--- config.mk ---
export PLATFORM = sky130hd
export DESIGN_NAME = multicycle_sequencer
export DESIGN_NICKNAME = d
export VERILOG_FILES = /design/src/rtl/multicycle_sequencer.sv
export SDC_FILE = /design/constraint.sdc
export NUM_CORES = 1
export LEC_CHECK = 0
export BUFFER_PORTS_ARGS = -buffer_cell sky130_fd_sc_hd__buf_2
export CAP_MARGIN = 20
export CORE_UTILIZATION = 30
export DETAILED_ROUTE_END_ITERATION = 12
export GPL_TIMING_DRIVEN = 0
export PLACE_DENSITY = 0.53
export SKIP_LAST_GASP = 1
export SLEW_MARGIN = 20
export SYNTH_ARGS = -nofsm -noshare
export SYNTH_HDL_FRONTEND = slang
export SYNTH_SLANG_ARGS = --single-unit
--- constraint.sdc ---
create_clock -name clk -period 4 [get_ports clk]
set_clock_uncertainty 0.1 [all_clocks]
set_input_delay 0.4 -clock clk [delete_from_list [all_inputs] [get_ports clk]]
set_output_delay 0.4 -clock clk [all_outputs]
set_load 0.01 [all_outputs]
--- src/rtl/multicycle_sequencer.sv ---
// Multicycle fetch/decode/sequence controller for the MIPS-subset datapath core; owns the PC.
// Optional feature: define SEQUENCER_BEQ_EN to accept BEQ (opcode 0x04); otherwise it halts.
module multicycle_sequencer #(
  parameter logic [31:0] RESET_PC = 32'h0000_0000,
  parameter logic [31:0] PC_STEP  = 32'd4
) (
  input  logic        clk,
  input  logic        reset,
  input  logic [31:0] instr,
  input  logic [31:0] Da,
  input  logic        is_zero,
  output logic [31:0] pc,
  output logic [4:0]  rd,
  output logic [4:0]  rt,
  output logic [4:0]  rs,
  output logic [15:0] immediate,
  output logic [31:0] new_PC,
  output logic [1:0]  regdst,
  output logic [2:0]  ALUcntrl,
  output logic        ALUsrc,
  output logic        MemWr,
  output logic        RegWr,
  output logic [1:0]  MemtoReg,
  output logic [2:0]  state,
  output logic        halted
);

  typedef enum logic [2:0] {
    FETCH  = 3'd0,
    DECODE = 3'd1,
    EXEC   = 3'd2,
    MEM    = 3'd3,
    WB     = 3'd4,
    HALT   = 3'd7
  } state_t;

  typedef enum logic [3:0] {
    K_LW, K_SW, K_ALUI, K_ALUR, K_JR, K_BNE, K_BEQ, K_J, K_JAL, K_BAD
  } kind_t;

  state_t      state_q, state_d;
  logic [31:0] pc_q, pc_d, ir_q;
  logic        halted_q;
  kind_t       kind;
  logic [1:0]  regdst_dec, memtoreg_dec;
  logic [2:0]  alu_dec;
  logic        alusrc_dec;
  logic [5:0]  opcode, funct;
  logic [31:0] pc_plus4, pc_seq, pc_branch, pc_jump;
  logic        active;

  assign opcode    = ir_q[31:26];
  assign funct     = ir_q[5:0];
  assign pc_plus4  = pc_q + 32'd4;
  assign pc_seq    = pc_q + PC_STEP;
  assign pc_branch = pc_plus4 + {{14{ir_q[15]}}, ir_q[15:0], 2'b00};
  assign pc_jump   = {pc_plus4[31:28], ir_q[25:0], 2'b00};

  // Decode purely from the latched IR, which is stable from DECODE until retire.
  always_comb begin
    kind         = K_BAD;
    regdst_dec   = 2'b00;
    alu_dec      = 3'b000;
    alusrc_dec   = 1'b0;
    memtoreg_dec = 2'b00;
    case (opcode)
      6'h23: begin kind = K_LW; regdst_dec = 2'b01; alusrc_dec = 1'b1; end
      6'h2B: begin kind = K_SW; alusrc_dec = 1'b1; end
      6'h08: begin kind = K_ALUI; regdst_dec = 2'b01; alusrc_dec = 1'b1; memtoreg_dec = 2'b01; end
      6'h0E: begin
        kind = K_ALUI; regdst_dec = 2'b01; alusrc_dec = 1'b1; memtoreg_dec = 2'b01;
        alu_dec = 3'b010;
      end
      6'h00: begin
        case (funct)
          6'h20: begin kind = K_ALUR; memtoreg_dec = 2'b01; end
          6'h22: begin kind = K_ALUR; memtoreg_dec = 2'b01; alu_dec = 3'b001; end
          6'h2A: begin kind = K_ALUR; memtoreg_dec = 2'b01; alu_dec = 3'b011; end
          6'h08: kind = K_JR;
          default: kind = K_BAD;
        endcase
      end
      6'h05: begin kind = K_BNE; alu_dec = 3'b001; end
`ifdef SEQUENCER_BEQ_EN
      6'h04: begin kind = K_BEQ; alu_dec = 3'b001; end
`endif
      6'h02: kind = K_J;
      6'h03: begin kind = K_JAL; regdst_dec = 2'b10; memtoreg_dec = 2'b10; end
      default: kind = K_BAD;
    endcase
  end

  // The PC only changes on the edge that leaves the last state of an instruction.
  always_comb begin
    state_d = state_q;
    pc_d    = pc_q;
    case (state_q)
      FETCH:  state_d = DECODE;
      DECODE: begin
        case (kind)
          K_BAD:   state_d = HALT;
          K_J:     begin state_d = FETCH; pc_d = pc_jump; end
          K_JAL:   state_d = WB;
          default: state_d = EXEC;
        endcase
      end
      EXEC: begin
        case (kind)
          K_LW, K_SW:     state_d = MEM;
          K_ALUI, K_ALUR: state_d = WB;
          K_JR:    begin state_d = FETCH; pc_d = Da; end
          K_BNE:   begin state_d = FETCH; pc_d = is_zero ? pc_seq : pc_branch; end
          K_BEQ:   begin state_d = FETCH; pc_d = is_zero ? pc_branch : pc_seq; end
          default: state_d = HALT;
        endcase
      end
      MEM: begin
        if (kind == K_LW) begin
          state_d = WB;
        end else begin
          state_d = FETCH;
          pc_d    = pc_seq;
        end
      end
      WB: begin
        state_d = FETCH;
        pc_d    = (kind == K_JAL) ? pc_jump : pc_seq;
      end
      HALT:    state_d = HALT;
      default: state_d = FETCH;
    endcase
  end

  always_ff @(posedge clk) begin
    if (reset) begin
      state_q  <= FETCH;
      pc_q     <= RESET_PC;
      ir_q     <= 32'd0;
      halted_q <= 1'b0;
    end else begin
      state_q <= state_d;
      pc_q    <= pc_d;
      if (state_q == FETCH) ir_q <= instr;
      if (state_d == HALT) halted_q <= 1'b1;
    end
  end

  // Strobes are gated by reset so a reset in MEM/WB suppresses the write in that same cycle.
  assign active    = (state_q != FETCH) && (state_q != HALT);
  assign regdst    = active ? regdst_dec : 2'b00;
  assign ALUcntrl  = active ? alu_dec : 3'b000;
  assign ALUsrc    = active ? alusrc_dec : 1'b0;
  assign MemtoReg  = active ? memtoreg_dec : 2'b00;
  assign MemWr     = (state_q == MEM) && (kind == K_SW) && !reset;
  assign RegWr     = (state_q == WB) && !reset;
  assign state     = state_q;
  assign pc        = pc_q;
  assign new_PC    = pc_plus4;
  assign rs        = ir_q[25:21];
  assign rt        = ir_q[20:16];
  assign rd        = ir_q[15:11];
  assign immediate = ir_q[15:0];
  assign halted    = halted_q;

endmodule

Word level (Yosys, flattened, before mapping). Index checks and enable logic that the tools add are counted.

Register bits after elaboration: 68. Bits of input ports: 67. Word-level logic and storage cells: 77.

Equal/unequal tests: 30. Add/sub/neg operators: 2. Mux-type cells: 23. Reductions and logical operators: 18.

Operators by type and width (number): $mux W32 (4); $pmux W32 S4 (1); $pmux W32 S3 (1); $add A32 B3 Y32 const B (1); $add A32 B32 Y32 (1); $eq A6 B6 Y1 const B (5); $mux W28 (1); $pmux W4 S7 (1); $eq A6 B4 Y1 const B (3); $pmux W3 S3 (2); $eq A4 B3 Y1 const B (4); $pmux W3 S5 (1); $eq A6 B2 Y1 const B (2); $pmux W2 S3 (2); $eq A3 B3 Y1 const B (3); $reduce_or A3 Y1 (3); $eq A4 B2 Y1 const B (2); $eq A4 B4 Y1 const B (2); $pmux W2 S2 (2); $pmux W4 S2 (1); $eq A3 B2 Y1 const B (2); $eq A6 B3 Y1 const B (1); $logic_not A6 Y1 (1); $mux W3 (2); other kinds (16) (25).

Longest topological paths before layout.
Depth after elaboration: 9. Gate-level depth with buffers: 15. Mapped depth without buffers: 15.

Worst setup path before layout. Ideal clock, no wire load.

Kind: register to register. Start: reg pc_q[15] (netlist: pc[15]). End: reg pc_q[26] (netlist: pc[26]). Setup slack: 0.000 ns. Period minus slack after synthesis: 4.000 ns. Path buffers: 1. Cell stages (with the launch flop): 15. Data required time: 3.809 ns. Data arrival time: 3.809 ns. Setup time: 0.091 ns. Path through: dfxtp_1 > nand4_2 > or2_1 > or4_1 > buf_2 > xnor2_1 > ha_1 > a21o_1 > a21o_1 > a21oi_1 > nor3_1 > a2111oi_0 > and4_1 > o21ai_0 > a311oi_1.

Longest elaborated chain between the ends: 5. Elaborated cells on any way between the ends: 8. Classes of those cells: add/sub (2); mux (6).

Ends and longest elaborated chain: start: declaration (line 42) `logic [31:0] pc_q, pc_d, ir_q;`; start signal: assignment (line 142) `pc_q <= pc_d;`; $add A32 B3 Y32 (*) (line 54) `assign pc_plus4 = pc_q + 32'd4;`; named net new_PC[23] (line 17) `output logic [31:0] new_PC,`; $add A32 B32 Y32 (*) (line 56) `assign pc_branch = pc_plus4 + {{14{ir_q[15]}}, ir_q[15:0], 2'b00};`; $mux W32, on equally long branches (line 113, 112); $pmux W32 S3 (*) (line 108) `case (kind)`; $pmux W32 S4 (*) (line 97) `case (state_q)`.

The timed path passes the listed nets; every way through them passes the cells marked *. The select of a mux whose other input is x is not followed. A chain may end at the register's enable or synchronous reset.

Worst setup path after layout.
Start: reg pc_q[2] (netlist: pc[2]). End: reg pc_q[31] (netlist: pc[31]).

Longest elaborated chain between the ends: 5. Elaborated cells on any way between the ends: 8. Classes of those cells: add/sub (2); mux (6).

Ends and longest elaborated chain (line): $add A32 B3 Y32 (*) (54, 55); $add A32 B32 Y32 (56); $mux W32, on equally long branches (113, 112); $pmux W32 S3 (108); $pmux W32 S4 (*) (97).

Every way passes the cells marked *; elsewhere a longest branch is shown, timed or not. The select of a mux whose other input is x is not followed.

==> impl.org <==
** Detailed routing
- Using the TritonRoute via totals, the vias-per-cell ratio works out to around 5.7.
- Drt initial violations :: ~770
- Detail-routed net length per standard cell :: between 20 and 25 um
- Total number of vias :: about 7700
- WL final :: roughly 27 mm
- Number of search-and-repair iterations in the first detailed-routing pass :: 5
- The count of nets left with antenna violations once routing finished came out at 0.
- Drt drc :: 0

** Synthesis
- For this run, the leading register cell type out of synthesis is dfxtp_1.
- Average size of a mapped cell :: about 7.2 um^2
- For this run, the register share of the synthesized area comes to 0.216.
- Synthesized netlist cell count :: between 800 and 900
- Synthesis produced a netlist with a net count of 973.
- Synthesis instantiated between 70 and 80 different standard cells from the library.
- Yosys warning total :: 0
- Synthesized flop and latch total :: just under 70
- The synthesized design contains 0 enable-type register cells.
- Cell area after synthesis :: ~6300 um^2
- Of all flip-flops after synthesis, the portion carrying an async set or reset was 0.

** Final layout
- Commonest cells after routing, fill and taps aside :: 180 x buf_2, 121 x nand2_1, 73 x a21oi_1
- The area growth from synthesis to layout is 32.0%.
- Post-layout nets :: roughly 1200
- Most common library cell in the layout ignoring fill and taps :: buf_2
- Antenna Cells :: 0
- Fill cells in the final layout number between 2000 and 2500.
- In the final layout, the share of cells above drive strength 1 is 0.307.

** Setup path
- Worst Path Class, Setup :: register to register
- Largest driver fanout on the critical path :: 9
- Ordered list of cells on the worst path :: ha_2 > and3_2 > nand4_1 > nor2_1 > xor2_2 > ha_1 > clkbuf_1 > nand2_1 > o21a_1 > nand2b_1 > a2111o_1 > nand2_1 > o31ai_2 > mux2_2 > a2bb2oi_2
- For the worst setup path, the data arrival time is slightly above 4000 ps.
- Together, buffers and inverters on the worst path number 1.
- The largest single stage delay on the critical path is 410 ps.
- Crit path from :: pc[2]
- Required time worst endpoint :: 4150 ps
- Family with the most delay on the worst path :: simple AND/OR/NAND/NOR gates
- For this design, the slowest cell found on the critical path is dfxtp_2.
- Critical Path Source Type :: register
- Type of element capturing the critical path :: register
- Worst flop-to-flop path startpoint :: pc[2]
- Among the stages of the critical path, the cell type that occurs most often is nand2_1.

** Pwr
- Clock group share of total power :: 0.142
- VDD IR-drop max :: about 0.35 mV
- The analysis attributes to net switching a power of ~3.3 mW.
- Combinational cell fraction of total power :: 0.633
- Power density of the placed cells :: between 700 and 800 nW/um^2
- Leak pwr :: ~3.7 nW
- Int Pwr :: between 3 and 4 mW
- Sequential cell fraction of total power :: 0.224
- Of the total power, the share spent switching nets is 0.517.

** STA
- Counting I/O delays and the setup requirement, the final critical path takes about 3900 ps.
- Max Fclk :: between 200 and 300 MHz
- The final-report max-slew violation count was 0.
- Slew of the pin with the lowest slew margin :: approximately 960 ps
- Setup WS post-layout :: between 100 and 150 ps
- Slew headroom :: 0.359
- Setup violations remaining at the end of the flow were counted as 0.
- The final-report hold violation count was 0.
- Summed over all failing endpoints, the final setup total negative slack is 0 ps.
- Final cycle utilization of the critical path :: 0.975

** Min path
- The worst hold path belongs to the class input port to register.
- In this run the most critical hold path is launched from instr[3].

** Placed design
- Port Buffers :: about 170
- DPL Wire Length :: about 21 mm
- Before CTS, the worst setup slack after placement is -1020 ps.
- The congestion estimate from routability-driven global placement came to between 0.9 and 1.

** Clock tree
- In this run the number of H-tree levels came out at 3.
- The clock net in this run drives a total of 68 sinks.
- CTS clk-pin slew, worst paths :: ~60 ps
- CTS Buf Count :: 9
- The cell sitting at the root of the clock tree is a clkbuf_16.
- Counting along the longest clock path gives a buffer depth of 2.
- For this design, the CTS-stage hold fixing added 0 buffers.
- For the worst-skew pair, the clock arrives at the later sink with an insertion delay of around 350 ps.
- Clock tree from TritonCTS :: done

** Job
- The tool flagged a number of max-cap violations equal to 0.

** Global route
- Largest net degree at the start of global routing :: 18
- Total congestion overflow after global routing :: 0
- Across every metal layer, demand over resource in global routing totals 0.249.
- The first global-routing pass estimated between 40 and 50 mm of wire.
- Initial antenna violation count :: 0
- The number of global-route vias before repair was just over 7000.

** Floorplan
- DIE HEIGHT :: 147 um
- Starting Density :: 0.309
- Number of ports placed on the die boundary :: approximately 180
- The die is between 100 and 150 um wide.
- FP Rows :: 52
- Placeable Area :: slightly above 20000 um^2
- DIE AREA :: 21600 um^2

** Outcome
- The run finished with clean final reports.
==> power by group through the flow <==
stage / registers (mW) / logic [mW] / clock network, mW
after floorplan: 1.28 / 2.48 / 0
after global placement: 1.36 / 3.77 / 0
after detailed placement: 1.35 / 3.77 / 0
after CTS: 1.37 / 3.86 / 0.903
after global routing: 1.46 / 4.36 / 0.938
final: 1.42 / 4.00 / 0.898
==> stage by stage <==
stage | cells | util | cell area [um^2] | total power [mW] | hold slack [ps]
3_5_place_dp | 1319 | 0.369 | 7530 | 5.12 | 342
3_3_place_gp | 1319 | 0.369 | 7530 | 5.13 | 347
2_1_floorplan | 875 | - | 6320 | 3.76 | 349
6_report | 1352 | 0.408 | 8330 | 6.32 | 181
5_1_grt | 1352 | 0.408 | 8330 | 6.75 | 181
4_1_cts | 1344 | 0.396 | 8080 | 6.13 | 173
==> per-layer routing <==
metal / GRT usage / vias to the layer above / wire (um)
met4: 0.111 / 0 / 986
met3: 0.0429 / 56 / 1840
met1: 0.329 / 3662 / 12100
met5: 0 / - / 0
li1: - / 3623 / -
met2: 0.395 / 324 / 12500
==> logic make-up after synthesis <==
logic type,Yosys count,share of synthesized area
other,1,0.000594
XOR/XNOR,40,0.0555
buffers and inverters,115,0.0902
AO/OA/AOI/OAI,276,0.294
adder cells (fa/ha/maj),31,0.0626
AND/OR/NAND/NOR,333,0.263
flip-flops,68,0.216
multiplexers,11,0.0178
==> tightest hold or removal path, delay by kind of cell <==
kind	cells	cell delay (ps)
compound gates	1	50
buf+inv	1	90
simple gates	1	40
==> flip-flops by register name, summed over array words and instances (netlist names) <==
signal,flops
ir_q,32
pc,32
state,3
halted,1
==> cell type report <==
type / count / area, um^2 / area share
repair buffers: 196 / 1050 / 0.126
inverters: 25 / 93.8 / 0.0113
multi-input cells: 692 / 4690 / 0.562
plain buffers: 85 / 465 / 0.0559
clock inverters: 6 / 88.8 / 0.0107
clock buffers: 10 / 229 / 0.0275
flip-flops and latches: 68 / 1380 / 0.166
well taps: 270 / 338 / 0.0405
==> synthesized netlist by cell type, types with 13 or more instances <==
master,n,share of area
nand2_1,121,0.072
buf_4,34,0.040
ha_1,30,0.059
a21oi_1,76,0.060
inv_1,25,0.015
a31oi_1,21,0.021
nand3_1,28,0.022
dfxtp_1,68,0.22
nor2_1,61,0.036
xnor2_1,28,0.039
nor3_1,20,0.016
nand4_1,20,0.020
clkbuf_1,46,0.027
o21ai_0,48,0.038
a21o_1,18,0.021
a22oi_1,13,0.015
and3_1,13,0.013
==> path summary, 6_finish.rpt <==
check	endpoint	slack, ps	cells after the start
max reg2reg	pc[31]	100	15
max	pc[31]	100	15
min	ir_q[3]	180	3
min reg2reg	halted	360	2
==> repair_timing <==
action,4_1_cts,5_1_grt
setup buffers,9,13
setup endpoints to repair,20,18
gates resized for setup,39,37
pin swaps,4,19
(Power assumes the default switching activity.)
